`src/rtl/q_argmax_seq_if.sv`:
```
// Row-in / argmax-out handshake bundle for q_argmax_seq.
// The slave modport is the argmax unit; the master modport is its driver.
interface q_argmax_seq_if #(
   parameter int DATA_WIDTH    = 32,
   parameter int ACTIONS       = 4,
   parameter int ACTIONS_WIDTH = (ACTIONS > 2) ? $clog2(ACTIONS) : 1
);
   logic                          i_valid;
   logic                          o_ready;
   logic [DATA_WIDTH*ACTIONS-1:0] i_data;
   logic                          i_clear;
   logic                          o_valid;
   logic                          i_ready;
   logic [DATA_WIDTH-1:0]         o_max_value;
   logic [ACTIONS_WIDTH-1:0]      o_max_action;

   modport slave (
      input  i_valid, i_data, i_clear, i_ready,
      output o_ready, o_valid, o_max_value, o_max_action
   );

   modport master (
      output i_valid, i_data, i_clear, i_ready,
      input  o_ready, o_valid, o_max_value, o_max_action
   );
endinterface

```
`src/rtl/q_argmax_seq.sv`:
```
// Sequential argmax over one Q-row, LANES entries per clock, lowest index wins ties.
// Define Q_ARGMAX_SIGNED_EN to compare Q-values as two's-complement; otherwise unsigned.
module q_argmax_seq #(
   parameter int DATA_WIDTH    = 32,
   parameter int ACTIONS       = 4,
   parameter int LANES         = 1,
   parameter int ACTIONS_WIDTH = (ACTIONS > 2) ? $clog2(ACTIONS) : 1
) (
   input logic           i_clk,
   input logic           i_rst_n,
   q_argmax_seq_if.slave bus
);

   localparam int BEATS      = ACTIONS / LANES;
   localparam int BEAT_WIDTH = (BEATS > 1) ? $clog2(BEATS) : 1;
   localparam logic [BEAT_WIDTH-1:0] LAST_BEAT = BEAT_WIDTH'(BEATS - 1);

   typedef enum logic [1:0] {
      IDLE = 2'd0,
      SCAN = 2'd1,
      DONE = 2'd2
   } state_t;

   state_t                   state_q;
   state_t                   state_d;
   logic                     armed_q;
   logic [BEAT_WIDTH-1:0]    beat_q;
   logic [DATA_WIDTH-1:0]    row_q [ACTIONS];
   logic [DATA_WIDTH-1:0]    max_value_q;
   logic [ACTIONS_WIDTH-1:0] max_action_q;
   logic [DATA_WIDTH-1:0]    beat_value;
   logic [ACTIONS_WIDTH-1:0] beat_action;
   logic [ACTIONS_WIDTH-1:0] lane_idx;
   logic [DATA_WIDTH-1:0]    lane_value;
   logic                     ready;
   logic                     accept;

   function automatic logic greater(input logic [DATA_WIDTH-1:0] a,
                                    input logic [DATA_WIDTH-1:0] b);
`ifdef Q_ARGMAX_SIGNED_EN
      return $signed(a) > $signed(b);
`else
      return a > b;
`endif
   endfunction

   // A clear in the same cycle as a valid row wins: the row is not taken.
   assign accept = bus.i_valid && ready && !bus.i_clear;

   // ---------------------------------------------------------------- FSM
   always_ff @(posedge i_clk or negedge i_rst_n) begin
      if (!i_rst_n) begin
         state_q <= IDLE;
         armed_q <= 1'b0;
      end else begin
         state_q <= state_d;
         armed_q <= 1'b1;
      end
   end

   // NOTE: every signal written in a combinational block gets a default first, so no path leaves it unassigned and no latch is inferred.
   always_comb begin
      state_d = state_q;
      case (state_q)
         IDLE:    if (accept)              state_d = SCAN;
         SCAN:    if (beat_q == LAST_BEAT) state_d = DONE;
         DONE:    if (bus.i_ready)         state_d = IDLE;
         default:                          state_d = IDLE;
      endcase
      if (bus.i_clear) begin
         state_d = IDLE;
      end
   end

   // armed_q holds o_ready low until the first edge after reset is released.
   always_comb begin
      ready           = armed_q && (state_q == IDLE);
      bus.o_ready     = ready;
      bus.o_valid     = (state_q == DONE);
      bus.o_max_value  = max_value_q;
      bus.o_max_action = max_action_q;
   end

   // ------------------------------------------------------- lane reduction
   // NOTE: blocking assignments here build an ordered chain, lane 0 first, so an equal later lane never displaces an earlier one.
   always_comb begin
      lane_idx   = '0;
      lane_value = '0;
      if (beat_q == '0) begin
         beat_value  = row_q[0];
         beat_action = '0;
      end else begin
         beat_value  = max_value_q;
         beat_action = max_action_q;
      end
      for (int l = 0; l < LANES; l++) begin
         lane_idx   = ACTIONS_WIDTH'(int'(beat_q) * LANES + l);
         lane_value = row_q[lane_idx];
         if (greater(lane_value, beat_value)) begin
            beat_value  = lane_value;
            beat_action = lane_idx;
         end
      end
   end

   // ------------------------------------------------------------ datapath
   // NOTE: the row buffer is deliberately not reset; it is only read after an accept has overwritten every entry.
   always_ff @(posedge i_clk) begin
      if (accept) begin
         for (int k = 0; k < ACTIONS; k++) begin
            row_q[k] <= bus.i_data[DATA_WIDTH*(ACTIONS-1-k) +: DATA_WIDTH];
         end
      end
   end

   always_ff @(posedge i_clk or negedge i_rst_n) begin
      if (!i_rst_n) begin
         beat_q       <= '0;
         max_value_q  <= '0;
         max_action_q <= '0;
      end else if (accept) begin
         beat_q <= '0;
      end else if (state_q == SCAN && !bus.i_clear) begin
         beat_q       <= (beat_q == LAST_BEAT) ? '0 : beat_q + BEAT_WIDTH'(1);
         max_value_q  <= beat_value;
         max_action_q <= beat_action;
      end
   end

endmodule

```
`src/flat_wrapper.sv`:
```
// flat-port wrapper written by rule: the top's interface ports become plain ports
module q_argmax_seq_flat 
#(
   parameter int DATA_WIDTH    = 32,
   parameter int ACTIONS       = 4,
   parameter int LANES         = 1,
   parameter int ACTIONS_WIDTH = (ACTIONS > 2) ? $clog2(ACTIONS) : 1
)
  (i_clk, i_rst_n, bus_i_valid, bus_i_data, bus_i_clear, bus_i_ready, bus_o_ready, bus_o_valid, bus_o_max_value, bus_o_max_action);
  q_argmax_seq_if #(.DATA_WIDTH(DATA_WIDTH), .ACTIONS(ACTIONS), .ACTIONS_WIDTH(ACTIONS_WIDTH)) bus_i ();
  input logic i_clk;
  input logic i_rst_n;
  input wire logic [$bits(bus_i.i_valid)-1:0] bus_i_valid;
  input wire logic [$bits(bus_i.i_data)-1:0] bus_i_data;
  input wire logic [$bits(bus_i.i_clear)-1:0] bus_i_clear;
  input wire logic [$bits(bus_i.i_ready)-1:0] bus_i_ready;
  output wire logic [$bits(bus_i.o_ready)-1:0] bus_o_ready;
  output wire logic [$bits(bus_i.o_valid)-1:0] bus_o_valid;
  output wire logic [$bits(bus_i.o_max_value)-1:0] bus_o_max_value;
  output wire logic [$bits(bus_i.o_max_action)-1:0] bus_o_max_action;
  assign bus_i.i_valid = bus_i_valid;
  assign bus_i.i_data = bus_i_data;
  assign bus_i.i_clear = bus_i_clear;
  assign bus_i.i_ready = bus_i_ready;
  assign bus_o_ready = bus_i.o_ready;
  assign bus_o_valid = bus_i.o_valid;
  assign bus_o_max_value = bus_i.o_max_value;
  assign bus_o_max_action = bus_i.o_max_action;
  q_argmax_seq #(.DATA_WIDTH(DATA_WIDTH), .ACTIONS(ACTIONS), .LANES(LANES), .ACTIONS_WIDTH(ACTIONS_WIDTH)) u_core (.i_clk(i_clk), .i_rst_n(i_rst_n), .bus(bus_i));
endmodule
```
`config.mk`:
```
export PLATFORM = sky130hd
export DESIGN_NAME = q_argmax_seq_flat
export DESIGN_NICKNAME = d
export VERILOG_FILES = /design/src/rtl/q_argmax_seq_if.sv /design/src/rtl/q_argmax_seq.sv /design/src/flat_wrapper.sv
export SDC_FILE = /design/constraint.sdc
export NUM_CORES = 1
export LEC_CHECK = 0
export ABC_AREA = 1
export CAP_MARGIN = 20
export CORE_MARGIN = 8
export CORE_UTILIZATION = 50
export CTS_CLUSTER_DIAMETER = 50
export DETAILED_ROUTE_END_ITERATION = 6
export DONT_BUFFER_PORTS = 1
export PLACE_DENSITY = 0.69
export SLEW_MARGIN = 20
export SYNTH_ARGS = -nofsm -noshare
export SYNTH_HDL_FRONTEND = slang
export SYNTH_SLANG_ARGS = --single-unit
```
`constraint.sdc`:
```
create_clock -name i_clk -period 9.7 [get_ports i_clk]
set_clock_uncertainty 0.05 [all_clocks]
set_input_delay 2.425 -clock i_clk [delete_from_list [all_inputs] [get_ports i_clk]]
set_output_delay 2.425 -clock i_clk [all_outputs]
set_load 0.01 [all_outputs]
```
==> flow_summary.ini, run 1 <==
[outcome]
status = finished, final reports clean

[clock_tree]
cts_buffers = 17
hold_buffers = 0
htree_num_levels = 4
ctsResizeCount = 0
cts_root_buffer = clkbuf_16
cts_setup_buffers = 0
clk_path_buf_depth = 2
clk_pin_slew_ns = 0.07
clk_latency_ns = 0.43
clkSinkCount = 167
cts_tree = built

[worst_setup_path]
rr_worst_depth = 15
r2r_start = u_core.beat_q[0]
cp.required_ns = 9.97
start_kind = register
crit_fanout = 68
r2r_end = u_core.bus.o_max_value[29]
critPathKind = register to register
critPathCaptureType = register
r2r_slack_ns = 5.51
cp_data_arrival_time_ns = 4.46

[floorplanning]
die_area_sq_um = 19900
die_w_microns = 141
num_io_pins = 169
initial_utilization = 0.514
coreArea_sq_um = 15300
die_h_microns = 141
rows = 45

[routing]
via_per_inst = 5.73
vias = 5415
drtIter0Drc = 453
dr.pass1.iters = 5
ant_nets = 0
wirelength_microns = 18800
routedWlPerCell_microns = 19.9
route.detailed.drc = 0

[grt]
grt_pass1_wl_microns = 28900
grt_max_degree = 92
grt_overflow = 0
track_usage = 0.188
antenna_found_initial = 0
grt_pass1_vias = 5436

[hold_path]
worstHoldPathCells = 2
min-delay-start = u_core.bus.o_max_action[0]
min_path_type = register to register
hold_path_end = u_core.bus.o_max_action[0]

[power_and_ir_drop]
p_leak_uw = 0.00341
powerDensity_nw_per_um2 = 338
p_sw_uw = 1220
clkPwrFrac = 0.244
p_comb_frac = 0.419
internal_power_uw = 1690
swShare = 0.418
pwr-share-seq = 0.337
vdd_ir_drop_max_mv = 0.211

[yosys]
yosysUniqueCellTypes = 30
synthMuxAreaShare = 0.0191
synthSimpleGateAreaFrac = 0.177
synth_fa_ha_area_frac = 0.0543
ys_ff_latch = 167
yosys.area.top_type = edfxtp_1
syn_inst = 737
syn_area_sq_um = 7840
synth_fp_nets = 904
synth_top_area_share = 0.490
netlist_top_cells_area = edfxtp_1, dfrtp_1, nand2_1, o21ai_0, ha_1
synth.avg_cell_area_sq_um = 10.6
yosysSeqAreaShare = 0.615
ys_warn_count = 0
synth_top_family_by_area = simple AND/OR/NAND/NOR gates
synth_compound_area_frac = 0.0933
synth_xor_area_frac = 0

[cells_and_area]
final_common_cell = nand2_1
final_util = 0.563
nNetsFinal = 888
final_cell_mix = nand2_1, edfxtp_1, o21ai_0, nor2_1
area_growth_pct = 9.61
num_antenna_cells = 0
fillers = 1273
drive_gt1_frac = 0.0695

[sta]
min_period_ns = 4.19
report.final.slew_viol_count = 0
hold_viol = 0
slew_headroom = 0.454
rsz0062_at_grt = false
fmax_mhz = 239
finalCritPeriodShare = 0.432
tightest_slew_ns = 0.819
worst_slack_ns = 5.51
fin_setup_tns_ns = 0
finalSetupViolations = 0

[run]
cap_violations = 0

[placement]
place_congestion = 0.781
pre_cts_slack_ns = 4.93
dpl.hpwl_microns = 12000
port_buffers = 0
-- sequential cells by signal, indices dropped and copies added (netlist names) --
name	cells
u_core.row_q	128
u_core.bus.o_max_value	32
u_core.beat_q	2
u_core.bus.o_max_action	2
u_core.state_q	2
u_core.armed_q	1
-- how the worst max path moves through the flow --
stage	from	end	slack, ns
after floorplan	bus_i_clear	u_core.row_q[0][0]	3.87
final	u_core.beat_q[0]	u_core.bus.o_max_value[29]	5.51
after CTS	u_core.beat_q[1]	u_core.bus.o_max_action[1]	5.12
after detailed placement	bus_i_clear	u_core.row_q[1][11]	4.93
after global routing	u_core.beat_q[0]	u_core.bus.o_max_value[17]	5.17
after global placement	bus_i_clear	u_core.row_q[0][21]	4.95
-- Yosys cell counts --
library cell / number
nand2_4: 2
dfrtp_1: 39
inv_1: 31
a21oi_1: 15
nand3_1: 38
buf_2: 14
nor3_1: 2
nor3b_1: 1
conb_1: 1
nand2_1: 153
o31ai_1: 1
nor2_1: 77
o22ai_1: 31
buf_4: 3
nand4_1: 2
nand2_2: 2
mux2i_1: 15
buf_6: 3
edfxtp_1: 128
nand3b_1: 31
clkbuf_1: 21
o21a_1: 1
nor4_4: 1
a32o_1: 1
o21ai_0: 86
or2_2: 1
a21o_1: 1
buf_1: 1
nor2_2: 1
ha_1: 34
-- final cells by class --
class                           count  area (sq um)  share of cell area
Inverter                           31           119              0.0138
Clock buffer                       17           425              0.0495
Tap cell                          211           264              0.0307
Clock inverter                     15           195              0.0227
Sequential cell                   167          4820               0.561
Timing Repair Buffer                7          56.3             0.00655
Multi-Input combinational cell    497          2710               0.316
-- per-stage QoR --
stage	cell area [sq um]	power, uW	instances	hold WS (ns)
2_1_floorplan	7840	1940	737	0.455
3_3_place_gp	7960	2140	913	0.527
3_5_place_dp	7960	2200	913	0.532
4_1_cts	8580	2920	945	0.550
5_1_grt	8590	3120	945	0.568
6_report	8590	2910	945	0.535
-- routing by layer --
metal	wire (microns)	vias to the layer above	share of wire	global-route usage
li1	-	2556	-	-
met1	7670	2633	0.41	0.214
met2	9560	194	0.51	0.324
met3	1280	32	0.068	0.0628
met4	337	0	0.018	0.0707
met5	0	-	0	0
-- cell families after synthesis --
kind of cell,after synthesis
flip-flops,167
buffers and inverters,73
AO/OA/AOI/OAI,136
adder cells (fa/ha/maj),34
AND/OR/NAND/NOR,311
multiplexers,15
other,1
-- power groups by stage --
stage	logic [uW]	registers [uW]	clock network (uW)
CTS	1210	984	720
finish	1220	979	710
detailed placement	1200	997	0
global route	1390	993	740
global placement	1150	994	0
floorplan	985	959	0
-- critical path, stage by stage (launching register included) --
cell and delay (ns):
dfrtp_2 0.34, buf_4 0.55, inv_2 0.12, buf_4 0.37, o21ai_0 0.27, o22ai_1 0.15, ha_1 0.30, nand2_1 0.07
nor2_2 0.15, nand2_2 0.10, nor4_4 0.20, nand2_2 0.51, nand2_4 0.58, nand2_1 0.12, nand3_1 0.09, nand2_1 0.05
Power figures use the tool's default switching activity.
==> inputs of run 2 (changes only) <==
==> constraint.sdc (replaced) <==
create_clock -name i_clk -period 3.9 [get_ports i_clk]
set_clock_uncertainty 0.05 [all_clocks]
set_input_delay 0.975 -clock i_clk [delete_from_list [all_inputs] [get_ports i_clk]]
set_output_delay 0.975 -clock i_clk [all_outputs]
set_load 0.01 [all_outputs]
==> flow_summary.ini, run 2 (same netlist as run 1, synthesis figures left out) <==
[sta]
min_period_ns = 3.49
slew_headroom = 0.585
hold_viol = 0
report.final.slew_viol_count = 0
fin_setup_tns_ns = 0
rsz0062_at_grt = false
hold_slack_ns = 0.182
finalSetupViolations = 0
tightest_slew_ns = 0.621
finalCritPeriodShare = 0.895
fmax_mhz = 287

[grt]
track_usage = 0.191
antenna_found_initial = 1
grt_pass1_vias = 5514
grt_pass1_wl_microns = 29300
grt_overflow = 0
grt_max_degree = 86

[power_and_ir_drop]
vdd_ir_drop_max_mv = 0.540
total_power_uw = 7250
powerDensity_nw_per_um2 = 840
p_leak_uw = 0.00343

[routing]
wl_met3_microns = 1340
ant_nets = 0
topRoutingLayerUsed = met4
routedLengthMet1_microns = 7630
route.detailed.drc = 0
wl_met2_microns = 9450
wirelength_microns = 18700
routedWlPerCell_microns = 19.7
via_per_inst = 5.64
drtIter0Drc = 444
vias = 5368
dr.pass1.iters = 5

[placement]
place_congestion = 0.790
postPlaceCellArea_sq_um = 8020
port_buffers = 0
dpl.hpwl_microns = 12400

[worst_setup_path]
r2r_slack_ns = 0.41
start_kind = register
r2r_start = u_core.beat_q[1]
crit_fanout = 27
rr_worst_depth = 15
cp_data_arrival_time_ns = 3.76
r2r_end = u_core.bus.o_max_value[9]
critPathKind = register to register
critPathCaptureType = register
crit_start = u_core.beat_q[1]
cp.required_ns = 4.17

[cells_and_area]
final_common_cell = nand2_1
final_area_sq_um = 8640
drive_gt1_frac = 0.0744
top_register = u_core.row_q
final_cell_mix = nand2_1, edfxtp_1, o21ai_0, nor2_1
area_growth_pct = 10.1
largest_reg_flops = 128
final_util = 0.566
nNetsFinal = 893

[clock_tree]
cts_root_buffer = clkbuf_16
htree_num_levels = 4
clkSinkCount = 167
hold_buffers = 0
cts_tree = built
cts_buffers = 17
clk_latency_ns = 0.43
clk_pin_slew_ns = 0.07
clk_path_buf_depth = 2

[outcome]
status = finished, final reports clean

[floorplanning]
die_h_microns = 141
initial_utilization = 0.514
num_io_pins = 169
die_area_sq_um = 19900
die_w_microns = 141
rows = 45
coreArea_sq_um = 15300

[run]
cap_violations = 0

[hold_path]
min_path_type = input port to asynchronous set/reset pin
run 2: cell types whose count changed in the layout (fill, tap and decap cells not counted), sizes merged:
cell	change
buf	+5
clkinv	+1
clkinvlp	+1
diode	+1
inv	-2
run 2: critical path, stage by stage (launching register included):
cell	delay (ns)
dfrtp_1	0.37
inv_1	0.36
ha_2	0.29
buf_4	0.29
o21ai_0	0.19
ha_1	0.30
nand2_1	0.06
nor2_2	0.15
nand2_2	0.11
nor4_4	0.19
nand2_1	0.14
nand2_4	0.22
buf_4	0.31
nand3b_1	0.14
nand3_1	0.13
nand2_1	0.06
run 2: cell type report:
type,count,area (sq um)
diodes,1,2.50
clock buffers,17,425
multi-input cells,497,2710
well taps,211,264
clock inverters,15,176
fillers,1264,6620
inverters,31,120
repair buffers,12,115
flip-flops and latches,167,4820
run 2: where the power goes:
group,internal (uW),leakage (uW),switching (uW)
registers,2140,0.00166,299
logic,1080,0.00148,2010
clock network,1010,0.000292,712
total,4240,0.00343,3020
run 2: repair_timing:
action,CTS,global route
buffers inserted,0,0
gates resized for setup,0,1
setup endpoints to repair,0,34
run 2: how the worst max path moves through the flow:
stage / endpoint / slack (ns) / cells past startpoint
after CTS: u_core.bus.o_max_value[9] / 0.30 / 14
after floorplan: u_core.beat_q[1] / 0.34 / 4
final: u_core.bus.o_max_value[9] / 0.41 / 15
after global routing: u_core.bus.o_max_value[9] / 0.03 / 14
after global placement: u_core.bus.o_max_action[0] / 0.47 / 14
after detailed placement: u_core.bus.o_max_value[15] / 0.37 / 14
run 2: per-layer routing:
| layer | vias up | track usage |
|---|---|---|
| li1 | 2562 | - |
| met1 | 2574 | 0.225 |
| met2 | 212 | 0.323 |
| met3 | 20 | 0.0611 |
| met4 | 0 | 0.0690 |
| met5 | - | 0 |
run 2: per-stage QoR:
stage                     instances  worst slack [ns]
after detailed placement        918             0.374
final                           951             0.411
after floorplan                 737             0.337
after global routing            951            0.0274
after global placement          918             0.468
after CTS                       950             0.302
